===== src/rtl/hazard_pkg.sv =====
// Shared definitions for the D-stage hazard scoreboard: stall cause indices,
// default MDU/CP0 latencies and a counter-width helper.
package hazard_pkg;

  localparam int unsigned CAUSE_RAW = 0;
  localparam int unsigned CAUSE_MD  = 1;
  localparam int unsigned CAUSE_SER = 2;
  localparam int unsigned CAUSE_W   = 3;

  localparam int unsigned DEF_MULT_LAT = 5;
  localparam int unsigned DEF_DIV_LAT  = 10;
  localparam int unsigned DEF_CP0_LAT  = 1;

  typedef logic [CAUSE_W-1:0] cause_t;

  // Number of bits needed to hold max_val (at least 1).
  function automatic int unsigned cnt_width(input int unsigned max_val);
    int unsigned w;
    w = 1;
    while ((64'd1 << w) <= 64'(max_val)) w = w + 1;
    return w;
  endfunction

endpackage


===== src/rtl/hazard_down_cnt.sv =====
// Load / decrement-to-zero countdown used for per-register Tnew, MDU
// occupancy and CP0 write visibility. Priority: clear, load, decrement.
module hazard_down_cnt #(
  parameter int unsigned W = 2
) (
  input  logic         clk_i,
  input  logic         rst_i,
  input  logic         clr_i,
  input  logic         load_i,
  input  logic [W-1:0] load_val_i,
  output logic [W-1:0] cnt_o
);

  logic [W-1:0] cnt_q;
  logic [W-1:0] cnt_d;

  // Next count: clear beats load, load beats the saturating decrement.
  always_comb begin
    cnt_d = cnt_q;
    if (clr_i) begin
      cnt_d = '0;
    end else if (load_i) begin
      cnt_d = load_val_i;
    end else if (cnt_q != '0) begin
      cnt_d = cnt_q - W'(1);
    end
  end

  // Counter register, asynchronously cleared.
  always_ff @(posedge clk_i or posedge rst_i) begin
    if (rst_i) begin
      cnt_q <= '0;
    end else begin
      cnt_q <= cnt_d;
    end
  end

  assign cnt_o = cnt_q;

endmodule


===== src/rtl/hazard_scoreboard.sv =====
// D-stage hazard unit: per-register countdown scoreboard for RAW hazards,
// MDU occupancy tracking and mtc0->eret serialisation, producing one global
// stall plus a per-cause vector.
// Optional feature macro: STALL_PERF_EN (stall performance counters).
module hazard_scoreboard
  import hazard_pkg::*;
#(
  parameter int unsigned NUM_SRC  = 2,
  parameter int unsigned REG_AW   = 5,
  parameter int unsigned TW       = 2,
  parameter int unsigned MULT_LAT = DEF_MULT_LAT,
  parameter int unsigned DIV_LAT  = DEF_DIV_LAT,
  parameter int unsigned CP0_LAT  = DEF_CP0_LAT,
  parameter int unsigned PERF_W   = 32
) (
  input  logic                      clk,
  input  logic                      reset,
  input  logic                      d_valid,
  input  logic [NUM_SRC*REG_AW-1:0] d_src_addr,
  input  logic [NUM_SRC-1:0]        d_src_use,
  input  logic [NUM_SRC*TW-1:0]     d_src_tuse,
  input  logic                      d_wr_en,
  input  logic [REG_AW-1:0]         d_wr_addr,
  input  logic [TW-1:0]             d_tnew,
  input  logic                      d_md_op,
  input  logic                      d_md_start,
  input  logic                      d_md_div,
  input  logic                      d_cp0_wr,
  input  logic                      d_serial,
  input  logic                      flush,
  input  logic                      perf_clr,
  output logic                      stall,
  output logic [CAUSE_W-1:0]        stall_cause,
  output logic                      md_busy,
  output logic [PERF_W-1:0]         perf_stall,
  output logic [PERF_W-1:0]         perf_raw,
  output logic [PERF_W-1:0]         perf_md,
  output logic [PERF_W-1:0]         perf_ser
);

  localparam int unsigned NREG   = 1 << REG_AW;
  localparam int unsigned MD_MAX = (DIV_LAT > MULT_LAT) ? DIV_LAT : MULT_LAT;
  localparam int unsigned MD_W   = cnt_width(MD_MAX);
  localparam int unsigned CP0_W  = cnt_width(CP0_LAT);

  logic                     issue;
  logic [NREG-1:0][TW-1:0]  cnt;
  logic [MD_W-1:0]          md_cnt;
  logic [CP0_W-1:0]         cp0_cnt;
  logic [NUM_SRC-1:0]       raw_vec;
  logic [REG_AW-1:0]        src_a;
  logic [TW-1:0]            src_t;
  cause_t                   cause;

  assign issue = d_valid & ~stall & ~flush;

  // Register 0 is hard-wired and never pending.
  assign cnt[0] = '0;

  for (genvar r = 1; r < NREG; r++) begin : g_reg
    hazard_down_cnt #(.W(TW)) u_cnt (
      .clk_i      (clk),
      .rst_i      (reset),
      .clr_i      (flush),
      .load_i     (issue & d_wr_en & (d_wr_addr == REG_AW'(r))),
      .load_val_i (d_tnew),
      .cnt_o      (cnt[r])
    );
  end

  // MDU keeps running across a flush, so it is never cleared.
  hazard_down_cnt #(.W(MD_W)) u_md_cnt (
    .clk_i      (clk),
    .rst_i      (reset),
    .clr_i      (1'b0),
    .load_i     (issue & d_md_start),
    .load_val_i (d_md_div ? MD_W'(DIV_LAT) : MD_W'(MULT_LAT)),
    .cnt_o      (md_cnt)
  );

  hazard_down_cnt #(.W(CP0_W)) u_cp0_cnt (
    .clk_i      (clk),
    .rst_i      (reset),
    .clr_i      (flush),
    .load_i     (issue & d_cp0_wr),
    .load_val_i (CP0_W'(CP0_LAT)),
    .cnt_o      (cp0_cnt)
  );

  // Per-source RAW check against the pre-edge countdown of its register.
  always_comb begin
    raw_vec = '0;
    src_a   = '0;
    src_t   = '0;
    for (int unsigned i = 0; i < NUM_SRC; i++) begin
      src_a      = d_src_addr[i*REG_AW +: REG_AW];
      src_t      = d_src_tuse[i*TW +: TW];
      raw_vec[i] = d_valid & d_src_use[i] & (src_a != '0) & (cnt[src_a] > src_t);
    end
  end

  // All causes reported together; the stall is their OR.
  always_comb begin
    cause            = '0;
    cause[CAUSE_RAW] = |raw_vec;
    cause[CAUSE_MD]  = d_valid & d_md_op & (md_cnt != '0);
    cause[CAUSE_SER] = d_valid & d_serial & (cp0_cnt != '0);
  end

  assign stall       = |cause;
  assign stall_cause = cause;
  assign md_busy     = (md_cnt != '0);

`ifdef STALL_PERF_EN
  logic [PERF_W-1:0] perf_stall_q, perf_stall_d;
  logic [PERF_W-1:0] perf_raw_q,   perf_raw_d;
  logic [PERF_W-1:0] perf_md_q,    perf_md_d;
  logic [PERF_W-1:0] perf_ser_q,   perf_ser_d;

  // Saturating event counters; clear takes precedence over counting.
  always_comb begin
    perf_stall_d = perf_stall_q;
    perf_raw_d   = perf_raw_q;
    perf_md_d    = perf_md_q;
    perf_ser_d   = perf_ser_q;
    if (perf_clr) begin
      perf_stall_d = '0;
      perf_raw_d   = '0;
      perf_md_d    = '0;
      perf_ser_d   = '0;
    end else begin
      if (stall & d_valid & ~flush & ~&perf_stall_q) perf_stall_d = perf_stall_q + PERF_W'(1);
      if (cause[CAUSE_RAW] & ~&perf_raw_q)           perf_raw_d   = perf_raw_q + PERF_W'(1);
      if (cause[CAUSE_MD]  & ~&perf_md_q)            perf_md_d    = perf_md_q + PERF_W'(1);
      if (cause[CAUSE_SER] & ~&perf_ser_q)           perf_ser_d   = perf_ser_q + PERF_W'(1);
    end
  end

  // Perf counter registers.
  always_ff @(posedge clk or posedge reset) begin
    if (reset) begin
      perf_stall_q <= '0;
      perf_raw_q   <= '0;
      perf_md_q    <= '0;
      perf_ser_q   <= '0;
    end else begin
      perf_stall_q <= perf_stall_d;
      perf_raw_q   <= perf_raw_d;
      perf_md_q    <= perf_md_d;
      perf_ser_q   <= perf_ser_d;
    end
  end

  assign perf_stall = perf_stall_q;
  assign perf_raw   = perf_raw_q;
  assign perf_md    = perf_md_q;
  assign perf_ser   = perf_ser_q;
`else
  logic unused_perf_clr;
  assign unused_perf_clr = perf_clr;
  assign perf_stall      = '0;
  assign perf_raw        = '0;
  assign perf_md         = '0;
  assign perf_ser        = '0;
`endif

endmodule

===== config.mk =====
export PLATFORM = sky130hd
export DESIGN_NAME = hazard_scoreboard
export DESIGN_NICKNAME = d
export VERILOG_FILES = /design/src/rtl/hazard_pkg.sv /design/src/rtl/hazard_down_cnt.sv /design/src/rtl/hazard_scoreboard.sv
export SDC_FILE = /design/constraint.sdc
export NUM_CORES = 1
export LEC_CHECK = 0
export ABC_AREA = 1
export CAP_MARGIN = 5
export CORE_MARGIN = 4
export CORE_UTILIZATION = 25
export CTS_CLUSTER_DIAMETER = 40
export DETAILED_ROUTE_END_ITERATION = 8
export MAX_ROUTING_LAYER = met4
export SLEW_MARGIN = 15
export SYNTH_ARGS = -nofsm -noshare
export SYNTH_HDL_FRONTEND = slang
export SYNTH_SLANG_ARGS = --single-unit

===== constraint.sdc =====
create_clock -name clk -period 3.4 [get_ports clk]
set_input_delay 0.68 -clock clk [delete_from_list [all_inputs] [get_ports clk]]
set_output_delay 0.68 -clock clk [all_outputs]
set_load 0.005 [all_outputs]

# Word level (Yosys, flattened, before mapping)
# Index checks and enable logic that the tools add are counted.
# word_totals
register_bits	67
latch_bits	0
ramBits	0
rom_bits	0
input_bits	34
out_inout_bits	133
wordCells	320
n_memories	0
# classes
n_addsub	33
mul	0
div	0
magnitude_cmp	4
n_eq_ne	31
shifts	0
mux	103
bitwise_logic	48
n_reduce_logical	68
# ops
operator	n
2-to-1 mux 2 bit	95
nonzero test 3 bit	31
== test 5 bit, second input constant	16
nonzero test 2 bit	32
subtractor 2 x 1 -> 2 bit, second input constant	31
bitwise AND 1 bit	46
== test 5 x 4 -> 1 bit, second input constant	8
binary-select mux 2 bit (select 5 bit)	2
== test 5 x 3 -> 1 bit, second input constant	4
< comparator 5 x 6 -> 1 bit, second input constant	2
2-to-1 mux 4 bit	3
== test 5 x 2 -> 1 bit, second input constant	2
nonzero test 5 bit	2
== test 5 x 1 -> 1 bit, second input constant	1
> comparator 2 bit	2
nonzero test 4 bit	1
OR reduction 4 bit	1
subtractor 4 x 1 -> 4 bit, second input constant	1
2-to-1 mux 1 bit	3
inverter 1 bit	2
OR reduction 2 bit	1
subtractor 1 bit, second input constant	1

# Logic depth before layout (Yosys ltp)
# Gate-level depths: netlist of the first run.
# depth
ltp_word	12
depth_mapped	23
mapped_depth_nobuf	20

# Hierarchy
# Synthesis of the first run repeated with hierarchy kept, for this count alone.
# unflattened
hier_cells	1219
hier_area_um2	7552.2
# by_module_without_submodules
module	n_inst	cells_each	area_each_um2	seq_area_each_um2
hazard_down_cnt at g_reg[10].u_cnt ...	31	19	135.1	50.0
hazard_scoreboard	1	586	3055.4	0.0
hazard_down_cnt at u_md_cnt	1	40	269.0	100.1
hazard_down_cnt at u_cp0_cnt	1	4	38.8	25.0

# Worst setup path before layout of the first run
# Ideal clock, no wire load.
# synth_timing
kind	input to output
startpoint	in d_src_addr[0]
endpoint	out stall
arrival_time_ns	2.470
required_ns	2.720
slack_ns	0.250
path_stages	15
path_buffers	3
cell_sequence	clkbuf_1 inv_1 clkbuf_1 buf_2 a21oi_1 o21ai_0 nand3_1 nand3_1 o21ai_0 ha_1 nand2_1 inv_1 nor2_1 nand3_2 nand3_4
# synth_via
elab_chain_len	5
elab_cells_between_ends	7
classes_between	1 x order compare; 2 x mux; 2 x bitwise; 2 x reduce/logical
# synth_lines
item	line_no	rtl
from (decl)	hazard_scoreboard.sv:19	input logic [NUM_SRC*REG_AW-1:0] d_src_addr,
binary-select mux 2 bit (select 5 bit)	hazard_scoreboard.sv:98	raw_vec[i] = d_valid & d_src_use[i] & (src_a != '0) & (cnt[src_a] > src_t);
2-to-1 mux 2 bit (not written as such)	hazard_scoreboard.sv:98	
> comparator 2 bit	hazard_scoreboard.sv:98	
bitwise AND 1 bit *	hazard_scoreboard.sv:98	
OR reduction 4 bit *	hazard_scoreboard.sv:110	assign stall = |cause;
to (decl)	hazard_scoreboard.sv:32	output logic stall,
# Mark *: on every way between the ends. The rest lies on a longest branch, timed or not. The select of a mux whose other input is x is not followed.

# Final worst setup path of the first run
# layout_timing
startpoint	in d_src_addr[1]
endpoint	out stall
# Same word-level chain as after synthesis.

==> flow_summary.rst, run 1 <==
.. list-table::
   :header-rows: 1

   * - Metric
     - Value
   * - Most area-hungry cell type in the Yosys netlist
     - dfrtp_1
   * - Iteration-0 DRC Markers
     - 661
   * - Post-detailed-placement half-perimeter wirelength
     - 18.33 mm
   * - Detailed-route vias per instance
     - 4.576
   * - Layout cells sized above 1
     - 16.13%
   * - Share of the synthesized area in the top cell type
     - 20.84%
   * - Initial antenna violation count
     - 1
   * - Placed inst area
     - 8750 um2
   * - Layout net count
     - 1337
   * - Start point of the critical path
     - d_src_addr[1]
   * - RR Startpoint
     - g_reg[13].u_cnt.cnt_o[0]
   * - Required arrival time at the worst endpoint
     - 2.72 ns
   * - Detail Route Antenna Nets
     - 0
   * - Port Buffers
     - 37
   * - Global-route wire length before repair
     - 37.67 mm
   * - Fraction of the yosys area taken by sequential cells
     - 20.84%
   * - Clock latency on the worst-skew pair
     - 0.35 ns
   * - Overflow left after global routing
     - 0
   * - CP Launch Type
     - primary input
   * - Final critical delay including setup and external delays
     - 3.324 ns
   * - Total of max-cap violations
     - 0
   * - Fin area
     - 9374 um2
   * - Register bit count reported by yosys
     - 67
   * - Total power density per cell area
     - 502.9 nW/um2
   * - Largest vdd supply drop
     - 0.0001920 V
   * - Critical-path maximum fanout
     - 7
   * - Number of placement rows
     - 65
   * - Final Max Tran Viols
     - 0
   * - Chip height
     - 187.4 um
   * - Fin crit share
     - 97.77%
   * - Worst setup path class
     - in -> out
   * - Die ar.
     - 35120 um2
   * - Root Buffer
     - clkbuf_16
   * - Number of distinct library cells after synthesis
     - 40
   * - Post-synthesis cell area
     - 8046 um2
   * - Crit path buffers/inverters
     - 6
   * - Effective utilization at floorplan
     - 25.43%
   * - Run status
     - completed
   * - Cell-by-cell listing of the critical path
     - buf_2 -> clkinv_4 -> clkbuf_16 -> a21oi_1 -> a21oi_2 -> o21ai_1 -> nand2_1 -> nand2_1 -> nand2_2 -> ha_4 -> inv_1 -> o21bai_1 -> nand3_2 -> buf_6 -> nand3_4 -> buf_6
   * - Overall global routing resource usage
     - 13.70%
   * - Hold Path Origin
     - g_reg[29].u_cnt.cnt_o[0]
   * - Final setup viols
     - 0
   * - Routed wirelength normalized by instance count
     - 14.99 um
   * - Total number of vias
     - 7661
   * - Pin count of the biggest net entering global routing
     - 49
   * - Total power of the final layout
     - 4.714 mW
   * - First-pass iteration count of the detailed router
     - 5
   * - TritonCTS buffer count
     - 9
   * - Slew at the pin closest to its max-slew limit
     - 0.6988 ns
   * - Top cells by area in the synthesized netlist
     - dfrtp_1 (21%), nand2_1 (17%), buf_4 (12%), nand4_4 (7.9%), inv_1 (7.2%)
   * - Final Hold Vio Count
     - 0
   * - Static leakage
     - 4.701 nW
   * - Core Region
     - 31640 um2
   * - Critical Path Slowest Stage Cell
     - ha_4
   * - Capturing element type of the critical path
     - output port
   * - Mean instance size in the synthesized netlist
     - 6.717 um2
   * - Cell class contributing the biggest share of worst-path delay
     - buffers and inverters
   * - Gate count after technology mapping
     - 1198
   * - Area overhead of the layout relative to synthesis
     - 16.50%
   * - Critical path data arrival time
     - 2.64 ns
   * - Class of the worst hold path
     - reg -> reg
   * - Yosys warning count
     - 0
   * - Wirelength, routed
     - 25.10 mm
   * - Worst Clk Skew
     - 0.008336 ns
   * - Boundary pin count
     - 167
   * - Total DRC errors in the routed layout
     - 0
   * - Highest achievable clock rate
     - 0.3008 GHz
   * - Via count of the first global-routing pass
     - 7109
   * - Delay of the slowest cell on the worst path
     - 0.27 ns
   * - # clock sinks
     - 67
   * - Slew margin rel.
     - 53.06%
   * - TritonCTS clock tree
     - yes
   * - Clock slew at the register clock pins of the worst setup and hold paths
     - 0.05 ns
   * - Width of the die
     - 187.4 um
   * - Number of H-tree levels
     - 3
   * - Max Buffers Root-to-Sink
     - 2
   * - Final estimated routing congestion in global placement
     - 0.9819
-- flip-flops by register name, summed over array words and instances, names as in the netlist --
name,flops
g.u_cnt.cnt_o,62
u_cp0_cnt.cnt_o,1
u_md_cnt.cnt_o,4
-- per-layer routing --
| layer | wire length (um) | up-vias | global-route usage (%) |
|---|---|---|---|
| met3 | 1900 | 49 | 3.154 |
| met2 | 11280 | 277 | 21.03 |
| li1 | - | 3790 | - |
| met1 | 11240 | 3545 | 17.77 |
| met5 | 0 | - | - |
| met4 | 675 | 0 | 4.800 |
-- timing repair --
item | CTS | global route
pin swaps | 13 | 22
endpoints found under the setup margin | 64 | 4
hold buffers | 0 | 0
buffers inserted | 4 | 3
gates resized for setup | 69 | 40
cloned | 1 | 4
endpoints found under the hold margin | 0 | 0
-- metrics by stage --
stage	setup TNS, ns	cells	hold WS (ns)	util (%)	setup slack (ns)
6_report	0	1674	0.4787	29.63	0.07585
3_5_place_dp	-34.59	1645	0.4652	27.66	-0.8721
3_3_place_gp	-33.09	1645	0.4654	27.66	-0.8517
4_1_cts	0	1666	0.4813	28.98	0.005147
2_1_floorplan	0	1325	0.4488	-	0.2498
5_1_grt	-0.05257	1674	0.5140	29.63	-0.03450
-- worst min-delay path, stage by stage, from the launching register on --
cell	delay, ns
dfrtp_1	0.34
nand2_1	0.05
nand2_1	0.05
-- report_power, final --
| group | leakage [nW] | switching (mW) | internal (mW) |
|---|---|---|---|
| Combinational | 3.67 | 1.48 | 0.983 |
| Clock | 0.145 | 0.382 | 0.584 |
| Sequential | 0.882 | 0.238 | 1.05 |
-- synthesized netlist by cell type --
cell type,n
nand2_2,2
nand4_1,63
a21oi_4,1
nand3_1,53
o31ai_1,1
o21ai_0,77
nand4_4,30
nand2_1,365
nor3b_1,1
buf_6,1
or2_1,1
clkbuf_1,30
nor3_1,11
dfrtp_1,67
ha_1,37
o21bai_1,2
nand2_4,1
buf_1,6
nand3_4,1
conb_1,1
nor4_1,1
nor2_8,2
o221ai_1,1
buf_2,15
a31oi_1,1
a221oi_1,2
nand3_2,3
clkbuf_2,1
nor2_4,1
inv_2,3
a21oi_1,59
a21oi_2,30
inv_1,154
xnor2_1,1
nor2_1,35
buf_4,128
o211ai_1,4
buf_12,3
clkinv_1,2
xor2_1,1
-- path summary, 6_finish.rpt --
check | slack, ns | to | cells after the start
max | 0.08 | stall | 16
min in group asynchronous | 0.75 | u_md_cnt.cnt_o[3] | 2
max reg2reg | 0.34 | g_reg[16].u_cnt.cnt_o[0] | 21
min | 0.48 | g_reg[29].u_cnt.cnt_o[0] | 2
min reg2reg | 0.48 | g_reg[29].u_cnt.cnt_o[0] | 2
max in group asynchronous | 1.97 | g_reg[15].u_cnt.cnt_o[1] | 3
-- cell type report --
| cell class | count | area, um2 |
|---|---|---|
| Inverter | 159 | 616.8 |
| Antenna cell | 1 | 2.502 |
| Clock buffer | 11 | 242.7 |
| Multi-Input combinational cell | 915 | 5107 |
| Sequential cell | 67 | 1677 |
| Clock inverter | 5 | 52.55 |
| Tap cell | 402 | 503.0 |
| Timing Repair Buffer | 114 | 1172 |
| Fill cell | 3427 | 22260 |
-- cells by family (layout without fill, tap and decap cells) --
kind of cell	count (synthesis)	after routing	synth area share, %
flops	67	67	20.84
compound gates	178	178	12.98
buf+inv	343	289	22.92
fa+ha+maj	37	37	5.753
simple gates	570	570	37.24
other cells	1	129	0.04660
xor+xnor	2	2	0.2177
-- cells in the final DEF, fill, tap and decap left out, types with 13 or more instances in the layout --
master,count
nand4_1,63
nand3_1,52
o21ai_0,44
nand4_4,30
o21ai_1,29
nand2_1,362
a21oi_2,38
buf_4,58
a21oi_1,51
ha_1,35
conb_1,128
nor2_1,33
inv_1,149
dfrtp_1,67
clkdlybuf4s50_1,26
clkbuf_16,13
(Power assumes the default switching activity.)
==> inputs of run 2 (changes only) <==
--- a/config.mk
+++ b/config.mk
@@ -10,8 +10,11 @@
 export CORE_MARGIN = 4
 export CORE_UTILIZATION = 25
 export CTS_CLUSTER_DIAMETER = 40
+export CTS_CLUSTER_SIZE = 24
 export DETAILED_ROUTE_END_ITERATION = 8
+export HOLD_SLACK_MARGIN = 0.1
 export MAX_ROUTING_LAYER = met4
+export SETUP_SLACK_MARGIN = 0.05
 export SLEW_MARGIN = 15
 export SYNTH_ARGS = -nofsm -noshare
 export SYNTH_HDL_FRONTEND = slang
==> run 2 against run 1 <==
Net effect:
- sequential cell count did not move
- routed wire length up 1.6%
- clock power about the same
- combinational power increased by 2%
- clock skew down 0.0014 ns
- hold slack got worse by 0.0014 ns
- first-iteration DRC count shrank 17%
- maximum frequency rose by 0.35%
- critical path depth unchanged
- global-route usage up 0.19 points
- sequential power about the same
- final area is 1.9% higher
==> flow_summary.rst, run 2 (synthesized netlist as in run 1, its figures left out) <==
.. list-table::
   :header-rows: 1

   * - Metric
     - Value
   * - Total negative slack for setup checks
     - 0 ns
   * - Wirelength, routed
     - 25.49 mm
   * - Cell class contributing the biggest share of worst-path delay
     - buffers and inverters
   * - Effective utilization at floorplan
     - 25.43%
   * - Capturing element type of the critical path
     - output port
   * - Final setup viols
     - 0
   * - TritonCTS clock tree
     - yes
   * - Width of the die
     - 187.4 um
   * - First-pass iteration count of the detailed router
     - 5
   * - CP dominant cell by count
     - o21ai_1
   * - Unrepaired setup endpoints after global routing
     - no
   * - Overflow left after global routing
     - 0
   * - Total of max-cap violations
     - 0
   * - Area overhead of the layout relative to synthesis
     - 18.74%
   * - Class of the worst hold path
     - reg -> reg
   * - Delay of the slowest cell on the worst path
     - 0.28 ns
   * - Port Buffers
     - 37
   * - TritonCTS buffer count
     - 9
   * - Final critical delay including setup and external delays
     - 3.312 ns
   * - Fin crit share
     - 97.43%
   * - Routed wirelength normalized by instance count
     - 15.19 um
   * - Clock slew at the register clock pins of the worst setup and hold paths
     - 0.05 ns
   * - Largest vdd supply drop
     - 0.0001919 V
   * - Detail Route Antenna Nets
     - 0
   * - Number of H-tree levels
     - 3
   * - Critical-path maximum fanout
     - 5
   * - Core Region
     - 31640 um2
   * - Crit path buffers/inverters
     - 6
   * - Start point of the critical path
     - d_src_addr[0]
   * - Slew at the pin closest to its max-slew limit
     - 0.6932 ns
   * - Cell-by-cell listing of the critical path
     - buf_12 -> inv_12 -> clkbuf_16 -> o21ai_1 -> o21ai_1 -> o21ai_1 -> o21ai_1 -> o21ai_1 -> ha_1 -> nand2_1 -> inv_1 -> nor2_2 -> nand3_2 -> buf_6 -> nand3_4 -> buf_6
   * - End of the critical path
     - stall
   * - Total power density per cell area
     - 498.3 nW/um2
   * - Most frequent standard cell in the layout excluding fill and tap cells
     - nand2_1
   * - Root Buffer
     - clkbuf_16
   * - Number of placement rows
     - 65
   * - Register-to-register setup slack
     - 0.35 ns
   * - Required arrival time at the worst endpoint
     - 2.72 ns
   * - Static leakage
     - 4.786 nW
   * - Stages on the worst setup path
     - 16
   * - Initial antenna violation count
     - 1
   * - Final estimated routing congestion in global placement
     - 0.9819
   * - Final Max Tran Viols
     - 0
   * - Die ar.
     - 35120 um2
   * - RR Startpoint
     - g_reg[13].u_cnt.cnt_o[0]
   * - Worst setup path class
     - in -> out
   * - Clock latency on the worst-skew pair
     - 0.35 ns
   * - Cells on worst reg2reg path
     - 21
   * - Via count of the first global-routing pass
     - 7180
   * - Pin count of the biggest net entering global routing
     - 49
   * - Final Hold Vio Count
     - 0
   * - Critical Path Slowest Stage Cell
     - ha_1
   * - Worst Clk Skew
     - 0.006923 ns
   * - Fin Hold WS
     - 0.4773 ns
   * - Max Buffers Root-to-Sink
     - 2
   * - Critical path data arrival time
     - 2.63 ns
   * - Layout cells sized above 1
     - 17.18%
   * - Slack of the critical path
     - 0.08750 ns
   * - Chip height
     - 187.4 um
   * - Total number of vias
     - 7730
   * - Reg2Reg Capture Point
     - g_reg[16].u_cnt.cnt_o[0]
   * - Flip-flop count of the largest register after layout
     - 62
   * - Run status
     - completed
   * - Boundary pin count
     - 167
   * - CP Launch Type
     - primary input
   * - Number of buffers inserted for hold repair after clock tree synthesis
     - 0
   * - Number of filler instances in the final layout
     - 3393
   * - Detailed-route vias per instance
     - 4.607
   * - Total DRC errors in the routed layout
     - 0
   * - Iteration-0 DRC Markers
     - 550
   * - Global-route wire length before repair
     - 38.12 mm
   * - Highest achievable clock rate
     - 0.3019 GHz
   * - # clock sinks
     - 67
   * - Post-detailed-placement half-perimeter wirelength
     - 18.33 mm
   * - Layout net count
     - 1341
   * - Highest-count cells in the layout ignoring fill and taps
     - nand2_1 (362), inv_1 (149), conb_1 (128)
   * - Slew margin rel.
     - 53.43%
   * - Overall global routing resource usage
     - 13.89%
   * - Worst slack after detailed placement
     - -0.8721 ns
run 2: cell count changes in the layout (fill, tap and decap cells not counted), sizes merged:
cell	change
buf	+3
dlymetal6s2s	+1
clkbuf	+1
clkdlybuf4s50	-1
inv	+1
clkinv	-1
run 2: worst min path at each step:
stage	startpoint	slack (ns)	cells past startpoint	endpoint
detailed placement	g_reg[6].u_cnt.cnt_o[0]	0.47	2	g_reg[6].u_cnt.cnt_o[0]
finish	g_reg[29].u_cnt.cnt_o[0]	0.48	2	g_reg[29].u_cnt.cnt_o[0]
floorplan	g_reg[17].u_cnt.cnt_o[0]	0.45	2	g_reg[17].u_cnt.cnt_o[0]
global placement	g_reg[6].u_cnt.cnt_o[0]	0.47	2	g_reg[6].u_cnt.cnt_o[0]
global route	g_reg[5].u_cnt.cnt_o[1]	0.51	2	g_reg[5].u_cnt.cnt_o[1]
CTS	g_reg[6].u_cnt.cnt_o[0]	0.48	2	g_reg[6].u_cnt.cnt_o[0]
run 2: where the power goes:
| group | internal (mW) | leakage (nW) | switching (mW) |
|---|---|---|---|
| logic | 1.01 | 3.76 | 1.50 |
| clock network | 0.584 | 0.145 | 0.379 |
| registers | 1.05 | 0.882 | 0.239 |
| total | 2.64 | 4.79 | 2.12 |
run 2: worst reg2reg max path: cells and delay by family (launching register included):
family,cells,cell delay (ns)
simple gates,9,0.85
compound gates,6,0.77
fa+ha+maj,1,0.28
buf+inv,5,0.66
flops,1,0.43
run 2: layer usage:
| metal | vias to the layer above | global-route usage [%] | routed length, um |
|---|---|---|---|
| met5 | - | - | 0 |
| met4 | 0 | 4.884 | 637 |
| met2 | 281 | 21.45 | 11560 |
| met3 | 46 | 3.080 | 1826 |
| li1 | 3800 | - | - |
| met1 | 3603 | 17.97 | 11460 |
run 2: repair_timing:
action / CTS / global route
endpoints found under the setup margin: 67 / 4
pin swaps: 18 / 26
gates resized for setup: 90 / 53
hold endpoints to repair: 0 / 0
setup buffers: 5 / 3
cloned: 3 / 5
run 2: area by class of cell:
class | instances | area [um2] | area share, %
inverter | 159 | 624.3 | 6.535
tap | 402 | 503.0 | 5.265
sequential | 67 | 1677 | 17.55
timing repair buffer | 118 | 1285 | 13.45
multi-input combinational | 915 | 5167 | 54.09
clock buffer | 11 | 242.7 | 2.541
clock inverter | 5 | 52.55 | 0.5500
antenna | 1 | 2.502 | 0.02619
run 2: metrics by stage:
stage	instance area, um2	power [mW]	instances	utilization [%]
finish	9554	4.761	1678	30.20
global route	9554	5.199	1678	30.20
CTS	9261	4.696	1669	29.27
detailed placement	8750	3.637	1645	27.66
global placement	8750	3.581	1645	27.66
floorplan	8523	3.033	1325	-
==> inputs of run 3 (changes only) <==
--- a/config.mk
+++ b/config.mk
@@ -8,14 +8,16 @@
 export ABC_AREA = 1
 export CAP_MARGIN = 5
 export CORE_MARGIN = 4
-export CORE_UTILIZATION = 25
+export CORE_UTILIZATION = 48
 export CTS_CLUSTER_DIAMETER = 40
 export CTS_CLUSTER_SIZE = 24
 export DETAILED_ROUTE_END_ITERATION = 8
 export HOLD_SLACK_MARGIN = 0.1
 export MAX_ROUTING_LAYER = met4
+export PLACE_DENSITY = 0.79
 export SETUP_SLACK_MARGIN = 0.05
 export SLEW_MARGIN = 15
 export SYNTH_ARGS = -nofsm -noshare
 export SYNTH_HDL_FRONTEND = slang
 export SYNTH_SLANG_ARGS = --single-unit
+export TNS_END_PERCENT = 10
==> constraint.sdc (replaced) <==
create_clock -name clk -period 2.8 [get_ports clk]
set_input_delay 0.56 -clock clk [delete_from_list [all_inputs] [get_ports clk]]
set_output_delay 0.56 -clock clk [all_outputs]
set_load 0.005 [all_outputs]
==> run 3 against run 2 <==
Net effect:
- critical endpoint unchanged
- the flow now finishes with violations (setup timing)
- non-clock buffer count grew 78
- hold slack gained 0.00079 ns
- combinational power grew 45%
- clock-buffer cell count grew 3
- largest cell class unchanged
- via count grew 12%
- clock skew grew 0.0039 ns
- global-route usage grew 13 points
- largest power group unchanged
- routed wire length grew 4.6%
- core utilization grew 31 points
- critical path depth grew 2
- sequential share of layout area shrank 1.1 points
- sequential cell count is the same
==> flow_summary.rst, run 3 (synthesized netlist as in run 1, its figures left out) <==
.. list-table::
   :header-rows: 1

   * - Metric
     - Value
   * - Wirelength, routed
     - 26.66 mm
   * - Cell-by-cell listing of the critical path
     - buf_12 -> inv_12 -> buf_8 -> o21ai_0 -> a21oi_1 -> a21oi_1 -> o21ai_1 -> nand2_1 -> nand2_1 -> nand2_1 -> ha_1 -> nand2_1 -> inv_1 -> nor2_2 -> nand3_2 -> buf_6 -> nand3_4 -> buf_6
   * - Cells on worst reg2reg path
     - 22
   * - Chip height
     - 137.5 um
   * - Capturing element type of the critical path
     - output port
   * - Detail Route Antenna Nets
     - 0
   * - Final critical delay including setup and external delays
     - 3.085 ns
   * - Total number of vias
     - 8682
   * - CP dominant cell by count
     - nand2_1
   * - Effective utilization at floorplan
     - 48.69%
   * - Max Buffers Root-to-Sink
     - 2
   * - Highest-count cells in the layout ignoring fill and taps
     - nand2_1 (362), inv_1 (143), conb_1 (128)
   * - Total power density per cell area
     - 620.8 nW/um2
   * - Number of placement rows
     - 47
   * - Required arrival time at the worst endpoint
     - 2.24 ns
   * - Critical Path Slowest Stage Cell
     - ha_1
   * - Slew at the pin closest to its max-slew limit
     - 0.6581 ns
   * - Number of cells in the finished layout apart from fillers
     - 1573
   * - Slew margin rel.
     - 55.96%
   * - Worst Clk Skew
     - 0.01085 ns
   * - Class of the worst hold path
     - reg -> reg
   * - Reg2Reg Capture Point
     - g_reg[23].u_cnt.cnt_o[1]
   * - # clock sinks
     - 67
   * - Final setup viols
     - 68
   * - Detailed-route vias per instance
     - 5.519
   * - Unrepaired setup endpoints after global routing
     - yes
   * - Delay of the slowest cell on the worst path
     - 0.28 ns
   * - Worst setup path class
     - in -> out
   * - Final estimated routing congestion in global placement
     - 1.009
   * - Total of max-cap violations
     - 0
   * - Flip-flop count of the largest register after layout
     - 62
   * - Initial antenna violation count
     - 0
   * - TritonCTS buffer count
     - 9
   * - Largest vdd supply drop
     - 0.0003572 V
   * - CP Launch Type
     - primary input
   * - Port Buffers
     - 37
   * - Pin count of the biggest net entering global routing
     - 55
   * - Global-route wire length before repair
     - 38.36 mm
   * - Count of inserted antenna diode cells
     - 0
   * - Clock latency on the worst-skew pair
     - 0.36 ns
   * - Number of filler instances in the final layout
     - 1372
   * - Most frequent standard cell in the layout excluding fill and tap cells
     - nand2_1
   * - Routed wirelength normalized by instance count
     - 16.95 um
   * - Slack of the critical path
     - -0.2852 ns
   * - Via count of the first global-routing pass
     - 7899
   * - Root Buffer
     - clkbuf_16
   * - Endpoint with the worst hold slack
     - g_reg[29].u_cnt.cnt_o[0]
   * - Total DRC errors in the routed layout
     - 0
   * - Layout net count
     - 1419
   * - Register-to-register setup slack
     - -0.23 ns
   * - Critical path data arrival time
     - 2.53 ns
   * - Critical-path maximum fanout
     - 7
   * - TritonCTS clock tree
     - yes
   * - Final Hold Vio Count
     - 0
   * - Static leakage
     - 5.277 nW
   * - Hold path cells
     - 2
   * - Final Max Tran Viols
     - 0
   * - Highest achievable clock rate
     - 0.3241 GHz
   * - Layout cells sized above 1
     - 24.39%
   * - Worst slack after detailed placement
     - -1.195 ns
   * - Iteration-0 DRC Markers
     - 1192
   * - Number of H-tree levels
     - 3
   * - Die ar.
     - 18900 um2
   * - Overflow left after global routing
     - 0
   * - Overall global routing resource usage
     - 26.63%
   * - Clock slew at the register clock pins of the worst setup and hold paths
     - 0.05 ns
   * - Run status
     - complete, but fails checks
   * - RR Startpoint
     - g_reg[5].u_cnt.cnt_o[0]
   * - Fin crit share
     - 110.2%
   * - First-pass iteration count of the detailed router
     - 6
   * - Area overhead of the layout relative to synthesis
     - 26.64%
   * - Core Region
     - 16520 um2
   * - Hold Path Origin
     - g_reg[29].u_cnt.cnt_o[0]
   * - Fin Hold WS
     - 0.4781 ns
   * - Boundary pin count
     - 167
   * - DP Cell Count
     - 1533
   * - Post-detailed-placement half-perimeter wirelength
     - 17.42 mm
   * - Width of the die
     - 137.5 um
   * - Failing checks
     - setup timing
==> run 3: worst max-delay path: cells and delay by family <==
family                   cells  cell delay, ns
AO/OA/AOI/OAI                4            0.52
AND/OR/NAND/NOR              7            0.54
adder cells (fa/ha/maj)      1            0.28
buffers and inverters        6            0.61
==> run 3: how the worst max path moves through the flow <==
stage | from | end | slack [ns]
after floorplan | d_src_addr[0] | g_reg[8].u_cnt.cnt_o[0] | 0.02
after global placement | d_src_addr[0] | stall | -1.16
after detailed placement | d_src_addr[0] | stall | -1.19
after CTS | d_src_addr[5] | stall | -0.22
after global routing | d_src_addr[5] | g_reg[23].u_cnt.cnt_o[1] | -0.47
final | d_src_addr[0] | stall | -0.29
==> run 3: power by group <==
group / switching [mW] / internal, mW
Combinational: 2.04 / 1.61
Sequential: 0.293 / 1.28
Clock: 0.459 / 0.646
==> run 3: routing by layer <==
metal	GRT usage [%]	share of wire, %	up-vias
li1	-	-	3945
met1	31.25	37	3926
met2	42.49	45	623
met3	4.785	11	188
met4	16.02	7.7	0
met5	-	0	-
==> run 3: repair_timing <==
item / 4_1_cts / 5_1_grt
resized for setup: 131 / 25
setup buffers: 7 / 6
endpoints found under the setup margin: 69 / 68
pin swaps: 50 / 24
gates cloned: 7 / 4
hold buffers: 0 / 0
==> run 3: layout make-up <==
type / count / area [um2] / share of cell area [%]
flip-flops and latches: 67 / 1677 / 16.45
multi-input cells: 915 / 5304 / 52.05
clock buffers: 14 / 264.0 / 2.591
repair buffers: 196 / 2034 / 19.97
inverters: 159 / 625.6 / 6.139
well taps: 220 / 275.3 / 2.701
clock inverters: 2 / 10.01 / 0.09823
==> run 3: through the flow <==
stage / power [mW] / utilization [%] / TNS (ns) / area (um2)
floorplan: 3.784 / - / 0 / 8757
global placement: 4.720 / 56.05 / -64.68 / 9263
detailed placement: 4.852 / 56.05 / -68.80 / 9263
CTS: 6.097 / 60.32 / -0.3175 / 9967
global route: 6.792 / 61.66 / -21.52 / 10190
finish: 6.326 / 61.66 / -9.476 / 10190
